<file path="src/rtl/uart_cmd_parser.sv">
// Byte-level command parser between the UART receiver and transmitter.
// It decodes {SYNC, CMD, ARG, CHK} frames, drives the LED register and returns a 1-byte reply.
module uart_cmd_parser #(
  parameter logic [7:0]  SYNC_BYTE    = 8'hA5,
  parameter int unsigned TIMEOUT_CLKS = 104160,
  parameter logic [7:0]  LED_RESET    = 8'h00,
  parameter logic [7:0]  ACK_BYTE     = 8'h06,
  parameter logic [7:0]  NAK_BYTE     = 8'h15
) (
  input  logic       clk,
  input  logic       rst_n,
  input  logic [7:0] rx_data,
  input  logic       rx_valid,
  output logic [7:0] tx_data,
  output logic       tx_valid,
  input  logic       tx_ready,
  output logic [7:0] led,
  output logic       err
);

  localparam int unsigned TimerW = $clog2(TIMEOUT_CLKS + 1);
  localparam logic [TimerW-1:0] TimerLast = TimerW'(TIMEOUT_CLKS - 1);
  localparam logic [7:0] CmdWrite = 8'h01;
  localparam logic [7:0] CmdRead  = 8'h02;

  typedef enum logic [2:0] {StIdle, StGetCmd, StGetArg, StGetChk, StReply} state_e;

  state_e            state_q;
  logic [7:0]        cmd_q;
  logic [7:0]        arg_q;
  logic [TimerW-1:0] timer_q;
  logic              chk_ok;

  assign chk_ok = (rx_data == (cmd_q ^ arg_q));

  // rst_n is active-high despite its name.
  always_ff @(posedge clk or posedge rst_n) begin
    if (rst_n) begin
      state_q  <= StIdle;
      cmd_q    <= 8'h00;
      arg_q    <= 8'h00;
      timer_q  <= '0;
      led      <= LED_RESET;
      tx_data  <= 8'h00;
      tx_valid <= 1'b0;
      err      <= 1'b0;
    end else begin
      err <= 1'b0;
      case (state_q)
        StIdle: begin
          timer_q <= '0;
          if (rx_valid && rx_data == SYNC_BYTE) begin
            state_q <= StGetCmd;
          end
        end
        StGetCmd, StGetArg, StGetChk: begin
          if (rx_valid) begin
            // A byte arriving in the expiry cycle still wins.
            timer_q <= '0;
            case (state_q)
              StGetCmd: begin
                cmd_q   <= rx_data;
                state_q <= StGetArg;
              end
              StGetArg: begin
                arg_q   <= rx_data;
                state_q <= StGetChk;
              end
              default: begin
                state_q  <= StReply;
                tx_valid <= 1'b1;
                if (chk_ok && cmd_q == CmdWrite) begin
                  led     <= arg_q;
                  tx_data <= ACK_BYTE;
                end else if (chk_ok && cmd_q == CmdRead) begin
                  tx_data <= led;
                end else begin
                  tx_data <= NAK_BYTE;
                  err     <= 1'b1;
                end
              end
            endcase
          end else if (timer_q >= TimerLast) begin
            state_q <= StIdle;
            timer_q <= '0;
            err     <= 1'b1;
          end else begin
            timer_q <= timer_q + 1'b1;
          end
        end
        StReply: begin
          // Bytes received while a reply is pending are dropped.
          if (tx_ready) begin
            tx_valid <= 1'b0;
            state_q  <= StIdle;
          end
        end
        default: begin
          state_q  <= StIdle;
          tx_valid <= 1'b0;
        end
      endcase
    end
  end

endmodule
</file>
<file path="config.mk">
export PLATFORM = sky130hd
export DESIGN_NAME = uart_cmd_parser
export DESIGN_NICKNAME = d
export VERILOG_FILES = /design/src/rtl/uart_cmd_parser.sv
export SDC_FILE = /design/constraint.sdc
export NUM_CORES = 1
export LEC_CHECK = 0
export CORE_UTILIZATION = 35
export CTS_CLUSTER_DIAMETER = 80
export CTS_CLUSTER_SIZE = 16
export DETAILED_ROUTE_END_ITERATION = 10
export SLEW_MARGIN = 15
export SYNTH_ARGS = -nofsm -noshare
export SYNTH_HDL_FRONTEND = slang
export SYNTH_SLANG_ARGS = --single-unit
</file>
<file path="constraint.sdc">
create_clock -name clk -period 1.85 [get_ports clk]
set_input_delay 0.185 -clock clk [delete_from_list [all_inputs] [get_ports clk]]
set_output_delay 0.185 -clock clk [all_outputs]
set_load 0.1 [all_outputs]
</file>
==> results.toml <==
[clocking]
clock_sink_count = 54
number_of_buffers_created_by_cts = 5
clockRootBuffer = "clkbuf_8"
clk_pin_slew_ps = 110
cts_tree = "done"
cts_max_level = 2
cts-root-to-sink-buffers = 2
clock_insertion_delay_worst_skew_ps = 310

[critical_path]
criticalPathCategory = "flip-flop to flip-flop"
rr_endpoint = "timer_q[9]$_DFFE_PP0P_"
worst-endpoint-required_ps = 2100
crit_arrival_ps = 2130
critical_path.startpoint_type = "flip-flop"
kind_of_capture_point_of_the_worst_setup_path = "flip-flop"
worst_setup_path_startpoint = "timer_q[11]$_DFFE_PP0P_"
crit-reg2reg-launch = "timer_q[11]$_DFFE_PP0P_"
worstRegToRegCells = 8
cp_max_fo = 7
register_to_register_setup_slack_ps = -30

[detailed_routing]
via_count = 2155
drt_first_pass_iters = 4
route.final.wire_length_mm = 6.26
drt_iter0_markers = 54
avgRoutedWirePerCell_um = 14.8
route.antenna.remaining_nets = 0
via_per_inst = 5.11
post-route-drc-count = 0

[logic_synthesis]
synth-compound-area-share_pct = 13.2
synth.top_cells.by_area = "dfrtp_1 50%, mux2_2 11%, xnor3_1 3.4%, nand2_1 3.1%, o21ai_0 2.8%"
synth.lib_cells_used.distinct = 42
async_reset_ff_share_pct = 100
syn_area_sq_mm = 0.00268
ys_seq_elements = 54
yosys-mux-area-fraction_pct = 10.9
number_of_nets_in_the_synthesized_netlist = 251
synthAdderAreaFrac_pct = 0.468
synth_edf_count = 0
synth_simple_gate_area_share_pct = 16.2
yosys_warnings = 0
synth_xor_area_share_pct = 7.29
postSynth.topFlopCell = "dfrtp_1"
synth_top_family_by_area = "simple AND/OR/NAND/NOR gates"
post_synth_inst_count = 238
synth_sequential_area_ratio_pct = 50.5
synth_largest_type_area_fraction_pct = 50.5
post_synth.cell_area_avg_sq_um = 11.2
synth_top_cell_by_area = "dfrtp_1"

[sta]
timing.clock.skew_ps = 11.5
hold-worst-slack_ps = 140
final_period_minus_worst_setup_slack_ps = 1880
setup_ws_ps = -34.0
finalCritPeriodShare_pct = 102
rsz0062_at_grt = "yes"
timing_max_transition_violations_final = 0
finalSetupViolations = 7
maxClockFrequency_mhz = 531
timing_worst_slew_pin_value_ps = 397
timing.slew.headroom_pct = 73.3
final_hold_violation_count = 0

[global_route]
number_of_global_route_vias_before_repair = 2069
grt_overflow_total = 0
wire_length_of_the_first_global_routing_pass_mm = 10.0
grt_antenna_before_repair = 0
grt.total_usage_pct = 16.4
grt_start_max_net_pins = 29

[floorplanning]
die_area_sq_mm = 0.00800
io_pins = 30
start_util_pct = 36.5
design.core.area_sq_mm = 0.00733
floorplan.rows = 31
die_width_um = 89.4
die_y_um = 89.4

[placement]
portBuffers = 29
routabilityCongestion = 0.775
hpwl_dp_mm = 4.48
post_dp_cell_area_sq_mm = 0.00339

[finish]
final_layout_size_suffix_gt1_share_pct = 39.9
final_net_count = 335
num_antenna_cells = 0
layout-area-overhead-vs-synth_pct = 38.2
post-route-util_pct = 50.5
layout_cell_area_excl_fill_sq_mm = 0.00370

[power]
static-leakage-power_nw = 1.69
vdd_drop_max_mv = 0.805
power_density_mw_per_mm2 = 1120

[outcome]
status = "finished, violations left"
failed_checks = "setup timing"

[job]
maxCapViolations = 0

[min_path]
holdCritPathClass = "input port to async pin"
per-layer routing:
metal  share of wire (%)  up-vias  global-route usage [%]
met5                   0        -                       0
met4                0.88        0                    4.04
met3                 3.9        6                    3.51
met2                  47       36                    26.6
met1                  48     1060                    22.6
li1                    -     1053                       -
report_power, final:
part	switching, mW	internal (mW)
logic	0.842	0.873
registers	0.203	1.41
clock network	0.414	0.411
worst max path at each step:
stage                                   endpoint  slack [ps]  cells past startpoint
final                     timer_q[9]$_DFFE_PP0P_         -30                      8
after global placement    state_q[0]$_DFFE_PP0P_        -160                      5
after global routing          led[4]$_DFFE_PP0P_        -170                      5
after CTS                     led[4]$_DFFE_PP0P_         -30                      6
after floorplan               led[2]$_DFFE_PP0P_          10                      5
after detailed placement  state_q[0]$_DFFE_PP0P_        -180                      5
cell usage after synthesis, types with 2 or more instances:
cell type	count
mux2_2	25
a211oi_2	2
a22o_1	8
xnor3_1	4
and2_1	2
a31oi_1	9
nand2_1	22
nand3b_1	2
o21ai_0	15
nor4b_1	2
nor3_1	4
nor2b_1	2
nor4_1	4
clkbuf_1	5
nand4_1	6
nand2b_1	5
a211o_1	2
a21oi_1	11
buf_2	2
nor2_1	14
nand3_1	8
a21o_1	2
and3_1	2
inv_1	2
dfrtp_1	54
xor2_1	2
xnor2_1	7
area by class of cell:
type	instances	area [sq um]
clock buffer	5	68.8
clock inverter	3	47.5
fill	636	3630
inverter	3	11.3
multi-input combinational	174	1390
sequential	54	1350
tap	99	124
timing repair buffer	84	711
layout by cell type (no fill, tap or decap), drive strengths merged, types with 3 or more instances in the layout:
master | synthesis | final
buf | 2 | 73
mux2 | 25 | 25
inv | 2 | 3
nand2b | 5 | 5
clkbuf | 5 | 5
a21oi | 11 | 11
a31oi | 9 | 9
dfrtp | 54 | 54
o21ai | 15 | 15
a22o | 8 | 8
nor4 | 5 | 5
nand2 | 22 | 22
nor3 | 5 | 5
nand4 | 6 | 6
nand3 | 9 | 9
xnor2 | 7 | 7
xnor3 | 5 | 5
clkdlybuf4s50 | 0 | 11
nor2 | 14 | 14
sequential cells by signal, indices dropped and copies added (netlist names):
name	count
timer_q	17
state_q	3
cmd_q	8
err	1
arg_q	8
tx_data	8
led	8
tx_valid	1
worst max-delay path, stage by stage (launching register included):
cell,delay [ps]
dfrtp_1,400
buf_6,140
a211oi_4,280
o221ai_2,180
a211oi_4,340
buf_6,190
buf_6,100
a21o_1,100
a22o_1,110
kinds of logic after synthesis:
kind of cell,Yosys count
adders and majority gates,1
and+or+nand+nor,79
buffers and inverters,10
xor gates and xnor gates,14
AOI/OAI and AO/OA,54
DFF,54
muxes,26
stage by stage:
step	cells	setup TNS, ps	worst slack, ps	total power, mW
6_report	422	-117	-34.0	4.15
5_1_grt	422	-2670	-167	4.36
4_1_cts	413	-27.8	-27.8	4.01
3_5_place_dp	404	-2030	-184	3.15
3_3_place_gp	404	-1590	-160	3.13
2_1_floorplan	238	0	10.6	2.66
what timing repair did:
action,CTS,global route
gates cloned,0,2
gates resized for setup,6,32
setup endpoints to repair,10,24
hold buffers,0,0
buffers inserted,1,7
pin swaps,7,17
(Power assumes the default switching activity.)
==> patch 1 (same settings) <==
Register the output `led` once more, with the module's reset; this adds one clock of latency there. The other outputs are not delayed to match.
--- a/src/rtl/uart_cmd_parser.sv
+++ b/src/rtl/uart_cmd_parser.sv
@@ -25,6 +25,8 @@
 
   typedef enum logic [2:0] {StIdle, StGetCmd, StGetArg, StGetChk, StReply} state_e;
 
+  logic [7:0] led_s0;
+
   state_e            state_q;
   logic [7:0]        cmd_q;
   logic [7:0]        arg_q;
@@ -40,7 +42,7 @@
       cmd_q    <= 8'h00;
       arg_q    <= 8'h00;
       timer_q  <= '0;
-      led      <= LED_RESET;
+      led_s0   <= LED_RESET;
       tx_data  <= 8'h00;
       tx_valid <= 1'b0;
       err      <= 1'b0;
@@ -70,10 +72,10 @@
                 state_q  <= StReply;
                 tx_valid <= 1'b1;
                 if (chk_ok && cmd_q == CmdWrite) begin
-                  led     <= arg_q;
+                  led_s0  <= arg_q;
                   tx_data <= ACK_BYTE;
                 end else if (chk_ok && cmd_q == CmdRead) begin
-                  tx_data <= led;
+                  tx_data <= led_s0;
                 end else begin
                   tx_data <= NAK_BYTE;
                   err     <= 1'b1;
@@ -103,4 +105,12 @@
     end
   end
 
+  always_ff @(posedge clk or posedge rst_n) begin
+    if (rst_n) begin
+      led <= '0;
+    end else begin
+      led <= led_s0;
+    end
+  end
+
 endmodule
Formal check against the unedited RTL: not equivalent (Yosys sat finds a counterexample within 10 cycles, from zero or initial values and one cycle with rst_n high).
==> patch 1 against the unedited design <==
Sequential share of layout area rose by 0.24 points; synthesized area rose by 8.7%; clock power rose by 48%; largest power group unchanged; routed wire length rose by 9.6%; sequential cell count rose by 8; worst setup slack got worse by 340 ps; fmax fell by 15%; critical endpoint is now led_s0[6]; utilization rose by 3.0 points; power rose by 13%; cell area rose by 14%; the run still ends with negative setup slack left; synthesized cell count rose by 8.4%.
==> patch 1: results (changes against the unedited design) <==
status finished with violations; failing checks negative setup slack; gr usage total 17.2% (+0.75 points); final setup fails 32 (+25); total CTS buffers 9 (+4); drt first pass iters 4 (unchanged); synth top area cells dfrtp_1, mux2_2, xnor3_1; max cap viols 0 (unchanged); Synthesized Nets 271 (+8.0%); # fillers 670 (+5.3%); first-pass GRT wire length 11500 µm (+15%); clock latency on the worst-skew pair 340 ps (+30 ps); share of cells above drive strength 1 45.6% (+5.6 points); GR met2 Demand/Resource 25.7% (-0.90 points); Post-Synth Adder-Cell Area 0.430% (-0.038 points); largest net degree at the start of global routing 19 (-34%); Post-CTS Setup Repair Bufs 0 (-1); most instantiated cells after synthesis dfrtp_1, nand2_1, mux2_2; max FFs per register 17 (unchanged); drt wl/cell 14.9 µm (+0.13%); post-synthesis sequential area ratio 53.3% (+2.8 points); vias per cell 5.06 (-0.90%); maximum ir drop on the vdd rail 882 µV (+9.6%); Synth Area in Compound Gates 11.9% (-1.3 points); clock root cell clkbuf_8; CTS clk-pin slew, worst paths 80 ps (-30 ps); met2 WL 3090 µm (+4.8%); synth warn 0 (unchanged); sw power 1.54 mW (+5.4%); Synth cell types 41 (-2.4%); gp weighted congestion 0.806 (+4.0%); initial antenna violation count 0 (unchanged); CTS HTree Levels 3 (+1); metal3 WL 226 µm (-6.2%); post-cts sizing count 29 (+23); async set or reset register ratio after synthesis 100% (unchanged); TNS Setup -4750 ps (-4630 ps); global-route met3 utilization 2.52% (-0.99 points); WL met1 3440 µm (+14%); final net count 368 (+9.9%); Setup WS post-layout -377 ps (-343 ps); grt met1 use 25.0% (+2.5 points); drt initial violations 104 (+93%); vias in the first global route 2319 (+12%); detailed-placement wirelength estimate 4780 µm (+6.7%); worst path arrival time 2450 ps (+320 ps); mux share of post-synthesis cell area 9.29% (-1.6 points); Crit Path Max Fanout 8 (+1); Slew headroom 68.6% (-4.7 points); Biggest register timer_q; standby leakage power 1.98 nW (+17%); xor/xnor share of the synthesized area 6.45% (-0.84 points); skew final 12.3 ps (+0.718 ps)
-- patch 1: worst max-delay path: stages, from the launching register on --
cell and delay, ps:
dfrtp_1 390, xnor3_1 380, nand2_1 60, or4_4 500
nor4_4 280, buf_6 180, mux2_2 330
-- patch 1: power by group through the flow --
| stage | logic (mW) | registers [mW] | clock network (mW) |
|---|---|---|---|
| after floorplan | 0.753 | 1.91 | 0 |
| after global placement | 1.53 | 1.74 | 0 |
| after detailed placement | 1.55 | 1.75 | 0 |
| after CTS | 1.63 | 1.73 | 1.25 |
| after global routing | 1.89 | 1.76 | 1.31 |
| final | 1.75 | 1.73 | 1.22 |
-- patch 1: cell type report --
type	count	share of cell area, %
inverters	5	0.445
multi-input cells	182	36.2
clock inverters	7	1.84
well taps	102	3.03
flip-flops and latches	62	36.8
repair buffers	95	18.8
clock buffers	9	2.94
-- patch 1: path summary, 6_finish.rpt --
kind | start | slack (ps) | endpoint | depth (start not counted)
max in group asynchronous | rst_n | 1130 | tx_data[7] | 3
setup reg to reg | arg_q[2] | -380 | led_s0[6] | 6
hold reg to reg | led_s0[5] | 410 | led[5] | 0
setup / recovery | arg_q[2] | -380 | led_s0[6] | 6
min in group clk | led_s0[5] | 410 | led[5] | 0
hold / removal | rst_n | 160 | err | 2
-- patch 1: stage by stage --
step | power (mW) | instance area (µm²) | setup WS, ps | utilization [%] | cells
after floorplan | 2.67 | 2940 | -459 | - | 258
after global placement | 3.27 | 3700 | -621 | 46.9 | 437
after detailed placement | 3.30 | 3700 | -675 | 46.9 | 437
after CTS | 4.61 | 4010 | -383 | 50.8 | 454
after global routing | 4.95 | 4220 | -457 | 53.5 | 462
final | 4.70 | 4220 | -377 | 53.5 | 462
==> patch 2 (same settings) <==
Made on the original files. Set the parameter `TIMEOUT_CLKS` to 52080 (it was 104160).
--- a/src/rtl/uart_cmd_parser.sv
+++ b/src/rtl/uart_cmd_parser.sv
@@ -2,7 +2,7 @@
 // It decodes {SYNC, CMD, ARG, CHK} frames, drives the LED register and returns a 1-byte reply.
 module uart_cmd_parser #(
   parameter logic [7:0]  SYNC_BYTE    = 8'hA5,
-  parameter int unsigned TIMEOUT_CLKS = 104160,
+  parameter int unsigned TIMEOUT_CLKS = 52080,
   parameter logic [7:0]  LED_RESET    = 8'h00,
   parameter logic [7:0]  ACK_BYTE     = 8'h06,
   parameter logic [7:0]  NAK_BYTE     = 8'h15
Formal check against the unedited RTL: same outputs for any inputs over 10 cycles, from zero or initial values and one cycle with rst_n high; that may be too few to reach the edited logic, so the function may still have changed.
==> patch 2 against the unedited design <==
The flow still finishes with violations (negative setup slack); synthesized area grew 0.28%; worst hold slack gained 95 ps; power grew 3.3%; count of clock-buffer cells in the layout is the same; sequential share of layout area shrank 0.27 points; sequential power is essentially flat; combinational power grew 15%; sequential cell count shrank 1; clock power shrank 16%; worst setup slack is essentially flat; routed wire length shrank 7.8%; non-clock buffer count is the same; global-route usage shrank 0.52 points; cell area shrank 1.2%.
==> patch 2: results (changes against the unedited design) <==
grt met1 use 23.7% (+1.1 points); skew final 11.3 ps (-0.224 ps); Synthesized Nets 247 (-1.6%); gp weighted congestion 0.755 (-2.6%); synth top area cells dfrtp_1, mux2_2, xnor3_1; GRT busiest layer met1; DP Area 3350 µm² (-0.92%); DRT Wirelength 5770 µm (-7.8%); setup slack at placement -135 ps (+48.8 ps); vias in the first global route 1981 (-4.3%); maximum ir drop on the vdd rail 427 µV (-47%); failing checks negative setup slack; # fillers 633 (-0.47%); Placed Cells 402 (-0.50%); first-pass GRT wire length 9770 µm (-2.4%); global-route met3 utilization 3.05% (-0.46 points); TNS Setup -105 ps (+11.7 ps); final net count 331 (-1.2%); R2R depth 7 (-1); largest net degree at the start of global routing 26 (-10%); syn avg cell area 11.5 µm² (+2.0%); final setup fails 6 (-1); most instantiated cells after synthesis dfrtp_1, nand2_1, mux2_2; GR met2 Demand/Resource 23.6% (-3.0 points); max FFs per register 16 (-1); Setup WS post-layout -33.8 ps (+0.246 ps); metal3 WL 161 µm (-33%); worst r2r src timer_q[0]; status finished with violations
patch 2: cell type report:
class	instances	area [µm²]	area share, %
clock inverter	3	26.3	0.719
inverter	3	11.3	0.308
tap	99	124	3.39
clock buffer	5	68.8	1.88
timing repair buffer	84	689	18.9
sequential	53	1330	36.3
multi-input combinational	171	1410	38.5
patch 2: cell families (layout without fill, tap and decap cells):
kind of cell,after synthesis,in the layout,synth area share (%)
fa+ha+maj,1,1,0.466
xor+xnor,13,13,6.81
simple gates,86,86,18.2
mux,25,25,10.5
compound gates,46,46,11.4
buf+inv,10,95,3.26
flops,53,53,49.4
patch 2: what timing repair did:
action | CTS | global route
pin swaps | 8 | 19
endpoints found under the setup margin | 15 | 27
resized for setup | 6 | 31
buffers inserted | 2 | 6
patch 2: critical path, stage by stage (launching register included):
cell	delay [ps]
dfrtp_1	380
ha_2	220
nand3_4	100
a2111oi_4	430
nor2_2	80
buf_6	150
buf_4	130
a221o_1	280
patch 2: power breakdown:
group	switching, mW	total [mW]	internal, mW
logic	1.02	1.98	0.962
clock network	0.416	0.693	0.276
registers	0.197	1.61	1.42
total	1.63	4.29	2.66
patch 2: worst max-delay path by stage:
| stage | startpoint | endpoint | slack, ps |
|---|---|---|---|
| after CTS | timer_q[10] | timer_q[11] | -40 |
| final | timer_q[0] | timer_q[2] | -30 |
| after global routing | timer_q[0] | timer_q[2] | -110 |
| after global placement | rx_data[7] | led[3] | -120 |
| after detailed placement | rx_data[2] | led[1] | -130 |
| after floorplan | timer_q[11] | timer_q[15] | 30 |
